--- config.mk ---
export PLATFORM = sky130hd
export DESIGN_NAME = traffic_light_ctrl
export DESIGN_NICKNAME = d
export VERILOG_FILES = /design/src/rtl/traffic_pkg.sv /design/src/rtl/light_counter.sv /design/src/rtl/traffic_light_ctrl.sv
export SDC_FILE = /design/constraint.sdc
export NUM_CORES = 1
export LEC_CHECK = 0
export BUFFER_PORTS_ARGS = -buffer_cell sky130_fd_sc_hd__buf_2
export CORE_MARGIN = 2
export CORE_UTILIZATION = 46
export DETAILED_ROUTE_END_ITERATION = 7
export GPL_TIMING_DRIVEN = 1
export PLACE_DENSITY = 0.71
export SYNTH_ARGS = -nofsm -noshare
export SYNTH_HDL_FRONTEND = slang
export SYNTH_SLANG_ARGS = --single-unit
--- constraint.sdc ---
create_clock -name clk -period 2.4 [get_ports clk]
set_input_delay 0.48 -clock clk [delete_from_list [all_inputs] [get_ports clk]]
set_output_delay 0.48 -clock clk [all_outputs]
set_load 0.01 [all_outputs]
--- src/rtl/traffic_pkg.sv ---
// Shared definitions for the traffic light controller: state encoding,
// light bit positions and default phase timing.
package traffic_pkg;

    typedef enum logic [2:0] {
        MAIN_GREEN,
        MAIN_YELLOW,
        SIDE_GREEN,
        SIDE_YELLOW,
        FLASH
    } state_t;

    localparam int GREEN_BIT  = 0;
    localparam int YELLOW_BIT = 1;
    localparam int RED_BIT    = 2;

    localparam logic [2:0] LIGHT_G   = 3'(1 << GREEN_BIT);
    localparam logic [2:0] LIGHT_Y   = 3'(1 << YELLOW_BIT);
    localparam logic [2:0] LIGHT_R   = 3'(1 << RED_BIT);
    localparam logic [2:0] LIGHT_OFF = 3'b000;

    localparam int DEF_GREEN_INIT  = 14;
    localparam int DEF_YELLOW_INIT = 2;
    localparam int DEF_RED_INIT    = 17;
    localparam int DEF_MIN_GREEN   = 5;
    localparam int DEF_CNT_WIDTH   = 5;

endpackage

--- src/rtl/light_counter.sv ---
// Phase down-counter: loads a phase length on a one-hot init strobe,
// decrements on enable and saturates at zero.
module light_counter
    import traffic_pkg::*;
#(
    parameter int pGREEN_INIT_VAL  = DEF_GREEN_INIT,
    parameter int pYELLOW_INIT_VAL = DEF_YELLOW_INIT,
    parameter int pRED_INIT_VAL    = DEF_RED_INIT,
    parameter int pCNT_WIDTH       = DEF_CNT_WIDTH
) (
    input  logic                  clk,
    input  logic                  rst_n,
    input  logic                  en,
    input  logic [2:0]            init,
    output logic [pCNT_WIDTH-1:0] cnt_out,
    output logic                  last
);

    localparam logic [pCNT_WIDTH-1:0] GREEN_LOAD  = pCNT_WIDTH'(pGREEN_INIT_VAL);
    localparam logic [pCNT_WIDTH-1:0] YELLOW_LOAD = pCNT_WIDTH'(pYELLOW_INIT_VAL);
    localparam logic [pCNT_WIDTH-1:0] RED_LOAD    = pCNT_WIDTH'(pRED_INIT_VAL);

    // NOTE: sequential state is written with non-blocking assignments so every
    // register samples pre-edge values regardless of block ordering.
    always_ff @(posedge clk or negedge rst_n) begin
        if (!rst_n) begin
            cnt_out <= YELLOW_LOAD;
        end else if (init[RED_BIT]) begin
            cnt_out <= RED_LOAD;
        end else if (init[YELLOW_BIT]) begin
            cnt_out <= YELLOW_LOAD;
        end else if (init[GREEN_BIT]) begin
            cnt_out <= GREEN_LOAD;
        end else if (en && cnt_out != '0) begin
            cnt_out <= cnt_out - 1'b1;
        end
    end

    assign last = (cnt_out == '0);

endmodule

--- src/rtl/traffic_light_ctrl.sv ---
// Two-way junction controller with pedestrian early exit from main green
// and a night flashing-yellow mode.
module traffic_light_ctrl
    import traffic_pkg::*;
#(
    parameter int pGREEN_INIT_VAL  = DEF_GREEN_INIT,
    parameter int pYELLOW_INIT_VAL = DEF_YELLOW_INIT,
    parameter int pRED_INIT_VAL    = DEF_RED_INIT,
    parameter int pMIN_GREEN       = DEF_MIN_GREEN,
    parameter int pCNT_WIDTH       = DEF_CNT_WIDTH
) (
    input  logic                  clk,
    input  logic                  rst_n,
    input  logic                  tick,
    input  logic                  ped_req,
    input  logic                  night,
    output logic [2:0]            main_light,
    output logic [2:0]            side_light,
    output logic                  ped_walk,
    output logic [pCNT_WIDTH-1:0] cnt_out
);

    // Remaining-count threshold at or below which a pending pedestrian may cut green short.
    localparam logic [pCNT_WIDTH-1:0] EARLY_EXIT_CNT = pCNT_WIDTH'(pGREEN_INIT_VAL - pMIN_GREEN);

    state_t     state, next_state;
    logic       blink, next_blink;
    logic       ped_pending;
    logic [2:0] init;
    logic       en;
    logic       last;

    light_counter #(
        .pGREEN_INIT_VAL  (pGREEN_INIT_VAL),
        .pYELLOW_INIT_VAL (pYELLOW_INIT_VAL),
        .pRED_INIT_VAL    (pRED_INIT_VAL),
        .pCNT_WIDTH       (pCNT_WIDTH)
    ) u_light_counter (
        .clk     (clk),
        .rst_n   (rst_n),
        .en      (en),
        .init    (init),
        .cnt_out (cnt_out),
        .last    (last)
    );

    // NOTE: every output of this block gets a default first, so no path leaves
    // a signal unassigned and no latch is inferred.
    always_comb begin
        next_state = state;
        next_blink = blink;
        init       = '0;
        en         = tick && (state != FLASH);

        if (night) begin
            if (state != FLASH) begin
                next_state = FLASH;
                next_blink = 1'b1;
            end else if (tick) begin
                next_blink = ~blink;
            end
        end else begin
            case (state)
                MAIN_GREEN:
                    if (tick && (last || (ped_pending && cnt_out <= EARLY_EXIT_CNT)))
                        next_state = MAIN_YELLOW;
                MAIN_YELLOW: if (tick && last) next_state = SIDE_GREEN;
                SIDE_GREEN:  if (tick && last) next_state = SIDE_YELLOW;
                SIDE_YELLOW: if (tick && last) next_state = MAIN_GREEN;
                FLASH:       next_state = SIDE_YELLOW;
                default:     next_state = SIDE_YELLOW;
            endcase
        end

        if (next_state != state) begin
            case (next_state)
                MAIN_GREEN, SIDE_GREEN:   init[GREEN_BIT]  = 1'b1;
                MAIN_YELLOW, SIDE_YELLOW: init[YELLOW_BIT] = 1'b1;
                default:                  init             = '0;
            endcase
        end
    end

    always_ff @(posedge clk or negedge rst_n) begin
        if (!rst_n) begin
            state       <= SIDE_YELLOW;
            blink       <= 1'b0;
            ped_pending <= 1'b0;
            ped_walk    <= 1'b0;
            main_light  <= LIGHT_R;
            side_light  <= LIGHT_Y;
        end else begin
            state <= next_state;
            blink <= next_blink;

            // A request in the cycle of entering side green is kept for the next cycle.
            if (night) begin
                ped_pending <= 1'b0;
            end else if (ped_req && state != FLASH) begin
                ped_pending <= 1'b1;
            end else if (next_state == SIDE_GREEN && state != SIDE_GREEN) begin
                ped_pending <= 1'b0;
            end

            if (next_state == SIDE_GREEN)
                ped_walk <= (state == SIDE_GREEN) ? ped_walk : ped_pending;
            else
                ped_walk <= 1'b0;

            case (next_state)
                MAIN_GREEN:  begin main_light <= LIGHT_G; side_light <= LIGHT_R; end
                MAIN_YELLOW: begin main_light <= LIGHT_Y; side_light <= LIGHT_R; end
                SIDE_GREEN:  begin main_light <= LIGHT_R; side_light <= LIGHT_G; end
                SIDE_YELLOW: begin main_light <= LIGHT_R; side_light <= LIGHT_Y; end
                default: begin
                    main_light <= next_blink ? LIGHT_Y : LIGHT_OFF;
                    side_light <= next_blink ? LIGHT_Y : LIGHT_OFF;
                end
            endcase
        end
    end

endmodule

==> results.ini, run 1 <==
[floorplanning]
fp.dieH_um = 49.1
top_level_ports = 17
die-area_mm2 = 0.00241
initial_utilization = 0.483
die_w_um = 49.1
fp-row-count = 16
core_mm2 = 0.00194

[yosys]
yosysWarningCount = 0
synth_edf_count = 0
avgSynthCellArea_um2 = 10.4
synthFlopType = dfrtp_1
yosys.area.top_type = dfrtp_1
async_flop_share = 1.00
seq_area_frac_synth = 0.461
synth_fp_nets = 98
syn_inst = 90
synth-seq-cells = 17
synth_cell_type_count = 35
synth_area_leaders = dfrtp_1, dfstp_2, ha_1, mux2_2, nor2_1
syn_area_um2 = 937
yosys.area.top_type_share = 0.320

[routing]
antenna_left = 0
drt_iter0_drc = 8
via_per_inst = 5.37
routedWlPerCell_um = 12.9
routed_wl_mm = 1.71
drc = 0
first_pass_iters = 4
num_vias = 714

[power_and_ir_drop]
power_leakage_nw = 0.507
peakVddDrop_v = 0.000554
powerDensity_mw_per_mm2 = 906
power_uw = 966

[setup_path]
cp.arrival_ps = 2270
worstSetupPathType = flop to flop
cp-end-kind = flop
critPathLaunchType = flop
worstPathMaxFanout = 4
crit_required_ps = 2600

[clock_tree]
cts_resized = 0
insertion_delay_ps = 290
clockBufferDepth = 2
cts_tree = done
cts-root-buf = clkbuf_4
htree_levels = 1
cts.sinks = 17
numCtsBuffers = 3
ctsHoldBuffers = 0
path_clk_slew_ps = 90
post-cts-setup-buffer-count = 0

[status]
outcome = completed

[grt]
grt_max_degree = 18
grt_overflow = 0
grt_pass1_vias = 659
antenna_found_initial = 0
grt_pass1_wl_mm = 2.89
grtUsageTotal = 0.159

[timing]
fin_skew_ps = 1.25
worstMarginPinSlew_ps = 400
clock.fmax_ghz = 0.482
report.final.setup_viol = 0
slew_headroom = 0.732
finalMaxSlewViolations = 0
fin_crit_sh = 0.865
hold_violations = 0
layout_min_cycle_time_ps = 2080
rsz0062_at_grt = false
setup_tns_ps = 0

[job]
drv_cap = 0

[placement]
place.port_buffers = 16
gp_congestion = 0.780
hpwl_mm = 1.24

[layout]
final_nets = 115
syn_to_final_growth_pct = 13.8
drive_above_1_share = 0.340
n_antenna_cell = 0
fill_cells = 187

[worst_hold_path]
min_path_type = input pin to asynchronous set/reset pin

metal layers:
metal / part of all wire / GRT usage / up-vias
li1: - / - / 350
met1: 0.49 / 0.208 / 342
met5: 0 / 0 / -
met2: 0.47 / 0.255 / 18
met3: 0.025 / 0.0184 / 4
met4: 0.016 / 0.0857 / 0
synthesized netlist by cell type, drive strengths merged, types with 2 or more instances:
library cell	number
dfrtp	12
nor2	8
inv	6
clkbuf	5
dfstp	5
o21ai	5
nor3	4
a21oi	3
ha	3
mux2	3
nand2	3
or3b	3
xnor2	3
a221oi	2
a31oi	2
and3	2
nand2b	2
nand3	2
or3	2
xor2	2
power by group:
part / total [mW] / internal (mW) / switching, mW / leakage [nW]
Combinational: 0.376 / 0.185 / 0.191 / 0.285
Sequential: 0.441 / 0.357 / 0.0846 / 0.204
Clock: 0.149 / 0.0620 / 0.0869 / 0.0177
metrics by stage:
stage	cells	hold WS [ps]	area [um^2]	setup WS (ps)	util
after global placement	129	410	1040	332	0.535
final	133	89.8	1070	324	0.549
after global routing	133	92.7	1070	132	0.549
after floorplan	90	184	937	410	-
after detailed placement	129	414	1040	329	0.535
after CTS	133	94.3	1070	305	0.549
sequential cells by signal, summed over array words and instances, names as in the netlist:
signal                   count
blink                        1
state                        3
u_light_counter.cnt_out      5
ped_pending                  1
ped_walk                     1
main_light                   3
side_light                   3
final cells by class:
cell class | instances | area (um^2) | area share
clock buffer | 3 | 22.5 | 0.0211
clock inverter | 1 | 5.00 | 0.00469
inverter | 6 | 22.5 | 0.0211
multi-input combinational | 62 | 463 | 0.434
sequential | 17 | 432 | 0.405
tap | 27 | 33.8 | 0.0317
timing repair buffer | 17 | 87.6 | 0.0822
cell families after synthesis:
logic type	Yosys count	synth area share
compound gates	19	0.140
xor+xnor	5	0.0467
fa+ha+maj	3	0.0401
buf+inv	11	0.0454
flops	17	0.461
mux	3	0.0360
simple gates	32	0.231
placed cells by master, fill, tap and decap left out:
| master | synthesis | final |
|---|---|---|
| buf_2 | 0 | 16 |
| dfrtp_1 | 12 | 12 |
| nor2_1 | 8 | 8 |
| inv_1 | 6 | 6 |
| o21ai_0 | 5 | 5 |
| dfstp_2 | 5 | 5 |
| xnor2_1 | 3 | 3 |
| nand2_1 | 3 | 3 |
| mux2_2 | 3 | 3 |
| or3b_2 | 3 | 3 |
| nor3_1 | 3 | 3 |
| a21oi_1 | 3 | 3 |
| ha_1 | 3 | 3 |
| clkbuf_4 | 0 | 3 |
| nand3_1 | 2 | 2 |
| and3_1 | 2 | 2 |
| nand2b_1 | 2 | 2 |
| a221oi_1 | 2 | 2 |
| a31oi_1 | 2 | 2 |
| xor2_1 | 2 | 2 |
| or3_1 | 2 | 2 |
| nor4b_4 | 1 | 1 |
| or2_2 | 1 | 1 |
| and2b_1 | 1 | 1 |
| o211a_1 | 1 | 1 |
| nor3_4 | 1 | 1 |
| and2_1 | 1 | 1 |
| o41ai_1 | 1 | 1 |
| o21a_1 | 1 | 1 |
| nand3b_4 | 1 | 1 |
| o41a_1 | 1 | 1 |
| o22ai_1 | 1 | 1 |
| o2bb2ai_1 | 1 | 1 |
| nor4_1 | 1 | 1 |
| a211o_1 | 1 | 1 |
| clkinv_2 | 0 | 1 |
| buf_4 | 0 | 1 |
worst paths after layout:
path,start,endpoint,slack [ps],depth (start not counted)
max,u_light_counter.cnt_out[1]$_DFFE_PN1P_,u_light_counter.cnt_out[2]$_DFFE_PN0P_,320,7
min,rst_n,u_light_counter.cnt_out[4]$_DFFE_PN0P_,90,1
max reg2reg,u_light_counter.cnt_out[1]$_DFFE_PN1P_,u_light_counter.cnt_out[2]$_DFFE_PN0P_,320,7
min reg2reg,blink$_DFF_PN0_,blink$_DFF_PN0_,600,2
max in group asynchronous,rst_n,state[0]$_DFF_PN1_,2000,1
min in group clk,night,state[2]$_DFF_PN0_,410,1
worst max-delay path, stage by stage, from the launching register on:
cell and delay (ps):
dfstp_2 560, inv_1 70, ha_1 170, and2b_1 180, a221oi_1 90, o211a_1 270, o41a_1 350, a221oi_1 280
(Power assumes the default switching activity.)
==> run 2, diff against run 1 <==
--- a/config.mk
+++ b/config.mk
@@ -6,6 +6,7 @@
 export NUM_CORES = 1
 export LEC_CHECK = 0
 export BUFFER_PORTS_ARGS = -buffer_cell sky130_fd_sc_hd__buf_2
+export CORE_ASPECT_RATIO = 1.2
 export CORE_MARGIN = 2
 export CORE_UTILIZATION = 46
 export DETAILED_ROUTE_END_ITERATION = 7
@@ -13,4 +14,5 @@
 export PLACE_DENSITY = 0.71
 export SYNTH_ARGS = -nofsm -noshare
 export SYNTH_HDL_FRONTEND = slang
+export SYNTH_HIERARCHICAL = 1
 export SYNTH_SLANG_ARGS = --single-unit
==> run 2 against run 1 <==
Utilization up 2.0 points. Critical endpoint is now u_light_counter/cnt_out[1]$_DFFE_PN1P_. Sequential share of layout area down 0.42 points. Worst setup slack worse by 150 ps. Maximum frequency down 6.8%. Largest power group unchanged. Routed wire length up 15%. First-iteration DRC count rose to 3.6 times the previous value. Synthesized cell count up 1.1%.
==> results.ini, run 2 <==
[grt]
antenna_found_initial = 0  ; unchanged
grt_pass1_wl_mm = 3.28  ; +13%
grtUsageTotal = 0.186  ; +0.0277
grt_max_degree = 18  ; unchanged
grt_pass1_vias = 745  ; +13%
grt_overflow = 0  ; unchanged

[timing]
layout_min_cycle_time_ps = 2230  ; +151 ps
hold_ws_ps = 92.8  ; +3.01 ps
setup_tns_ps = 0  ; unchanged
clock.fmax_ghz = 0.449  ; -6.8%
fin_crit_sh = 0.928  ; +0.0628
report.final.setup_viol = 0  ; unchanged
fin_skew_ps = 4.18  ; +2.94 ps
rsz0062_at_grt = false
fin_ws_ps = 173  ; -151 ps
finalMaxSlewViolations = 0  ; unchanged
hold_violations = 0  ; unchanged

[clock_tree]
htree_levels = 1  ; unchanged
numCtsBuffers = 3  ; unchanged
cts_tree = done
cts.sinks = 17  ; unchanged
cts_resized = 0  ; unchanged
clockBufferDepth = 2  ; unchanged
path_clk_slew_ps = 100  ; about the same
ctsHoldBuffers = 0  ; unchanged
post-cts-setup-buffer-count = 0  ; unchanged
cts-root-buf = clkbuf_4
insertion_delay_ps = 290  ; about the same

[setup_path]
ff2ff_setup_slack_ps = 170  ; -150 ps
worstRegToRegCells = 8  ; +1
critPathLaunchType = flop
timing.rr.end = u_light_counter/cnt_out[1]$_DFFE_PN1P_
cp-end-kind = flop
crit_path_cell_trace = inv_1 -> ha_1 -> nor4b_4 -> a221oi_1 -> a211oi_1 -> nor2_1 -> and4b_1 -> a2111oi_2
reg2reg_from = u_light_counter/cnt_out[0]$_DFFE_PN0P_
max_stage_delay_ps = 430  ; -130 ps
worstSetupPathType = flop to flop
crit_required_ps = 2590  ; about the same
cp_slowest_cell = dfrtp_1
worstPathMaxFanout = 6  ; +2
cp.arrival_ps = 2420  ; +150 ps

[floorplanning]
die-area_mm2 = 0.00243  ; +0.68%
fp-row-count = 17  ; +1
top_level_ports = 17  ; unchanged
core_mm2 = 0.00189  ; -2.5%
die_w_um = 45.3  ; -7.7%
initial_utilization = 0.498  ; +0.0157
fp.dieH_um = 53.6  ; +9.1%

[layout]
syn_to_final_growth_pct = 14.2
regMostFlops = u_light_counter/cnt_out
finalInstanceArea_mm2 = 0.00108  ; +1.1%
final_cell_mix = buf_2, dfrtp_1, inv_1
largest_reg_flops = 5  ; unchanged
fin_cells = 131  ; -1.5%
final_common_cell = buf_2
n_antenna_cell = 0  ; unchanged
drive_above_1_share = 0.313  ; -0.0271
final_nets = 119  ; +3.5%
fill_cells = 177  ; -5.3%
postLayoutCoreUtil = 0.569  ; +0.0201

[routing]
dr_wl_met2_um = 931  ; +17%
drc = 0  ; unchanged
antenna_left = 0  ; unchanged
wl_met1_um = 927  ; +11%
top_layer_used = met4
routed_wl_mm = 1.97  ; +15%
num_vias = 786  ; +10%
first_pass_iters = 5  ; +1
dr_wl_met3_um = 92  ; +110%
via_per_inst = 6.00  ; +12%
drt_iter0_drc = 29  ; +21
routedWlPerCell_um = 15.0  ; +17%

[worst_hold_path]
min_path_type = input pin to asynchronous set/reset pin

[placement]
place_inst = 127  ; -1.6%
hpwl_mm = 1.40  ; +13%
place.port_buffers = 16  ; unchanged
placed_area_mm2 = 0.00105  ; +1.2%
gp_congestion = 0.800  ; +2.5%
dpl_worst_slack_ps = 244  ; -85.0 ps

[yosys]
synth_most_common_cell = dfrtp_1
yosysWarningCount = 6  ; +6
synth_edf_count = 0  ; unchanged
syn_inst = 91  ; +1.1%
avgSynthCellArea_um2 = 10.4  ; -0.44%
yosys.area.top_type_share = 0.318  ; -0.00212
synth-seq-cells = 17  ; unchanged
synth_cell_type_count = 47  ; +34%
seq_area_frac_synth = 0.458  ; -0.00305
synth_area_leaders = dfrtp_1, dfstp_2, inv_1, a21oi_1, nor4b_4
yosys.area.top_type = dfrtp_1
synthFlopType = dfrtp_1
syn_area_um2 = 943  ; +0.67%
synthTopCellsByCount = dfrtp_1, inv_1, nor2_1
async_flop_share = 1.00  ; unchanged

[power_and_ir_drop]
peakVddDrop_v = 0.000343  ; -38%
powerDensity_mw_per_mm2 = 577  ; -36%
power_uw = 621  ; -36%
power_leakage_nw = 0.471  ; -7.1%

[status]
outcome = completed

[job]
drv_cap = 0  ; unchanged

## run 2: cell types whose count changed in the layout (fill, tap and decap cells not counted), sizes merged, moves of 3 or more
cell,previous run,this run
nor3,4,1
o21ai,5,2
mux2,3,0
conb,0,4
a211oi,0,3
## run 2: kinds of logic (layout without fill, tap and decap cells)
| kind of cell | Yosys count | after routing | share of synthesized area |
|---|---|---|---|
| AO/OA/AOI/OAI | 27 | 27 | 0.231 |
| XOR/XNOR | 2 | 2 | 0.0186 |
| adder cells (fa/ha/maj) | 1 | 1 | 0.0133 |
| buffers and inverters | 12 | 30 | 0.0597 |
| flip-flops | 17 | 17 | 0.458 |
| multiplexers | 1 | 1 | 0.0106 |
| other | 1 | 4 | 0.00397 |
| AND/OR/NAND/NOR | 30 | 30 | 0.206 |
## run 2: per-layer routing
layer,up-vias,global-route usage
li1,373,-
met1,376,0.239
met5,-,0
met4,0,0.0784
met3,4,0.0302
met2,33,0.307
## run 2: how the worst max path moves through the flow
| stage | start | endpoint | cells after the start |
|---|---|---|---|
| detailed placement | u_light_counter/cnt_out[0]$_DFFE_PN0P_ | u_light_counter/cnt_out[1]$_DFFE_PN1P_ | 8 |
| finish | u_light_counter/cnt_out[0]$_DFFE_PN0P_ | u_light_counter/cnt_out[1]$_DFFE_PN1P_ | 8 |
| global route | u_light_counter/cnt_out[0]$_DFFE_PN0P_ | u_light_counter/cnt_out[1]$_DFFE_PN1P_ | 8 |
| floorplan | u_light_counter/cnt_out[0]$_DFFE_PN0P_ | u_light_counter/cnt_out[1]$_DFFE_PN1P_ | 8 |
| CTS | u_light_counter/cnt_out[0]$_DFFE_PN0P_ | u_light_counter/cnt_out[1]$_DFFE_PN1P_ | 8 |
| global placement | u_light_counter/cnt_out[0]$_DFFE_PN0P_ | u_light_counter/cnt_out[1]$_DFFE_PN1P_ | 8 |
## run 2: power by group
part           leakage, nW  internal, mW  total, mW  switching (mW)
Sequential           0.201         0.314      0.341          0.0265
Clock               0.0150        0.0645      0.154          0.0897
Combinational        0.256        0.0564      0.126          0.0699
Total                0.471         0.435      0.621           0.186
## run 2: cell type report
cell class	count	area, um^2	share of cell area
clock buffers	4	26.3	0.0244
inverters	7	26.3	0.0244
multi-input cells	65	467	0.433
flip-flops and latches	17	432	0.401
well taps	19	23.8	0.0221
repair buffers	19	103	0.0952
## run 2: worst max-delay path, delay by kind of cell (launching register included)
family                     cells  cell delay (ps)
buffers and inverters          1               90
adders and majority gates      1              170
DFF                            1              430
and+or+nand+nor                3              700
AOI/OAI and AO/OA              3              730
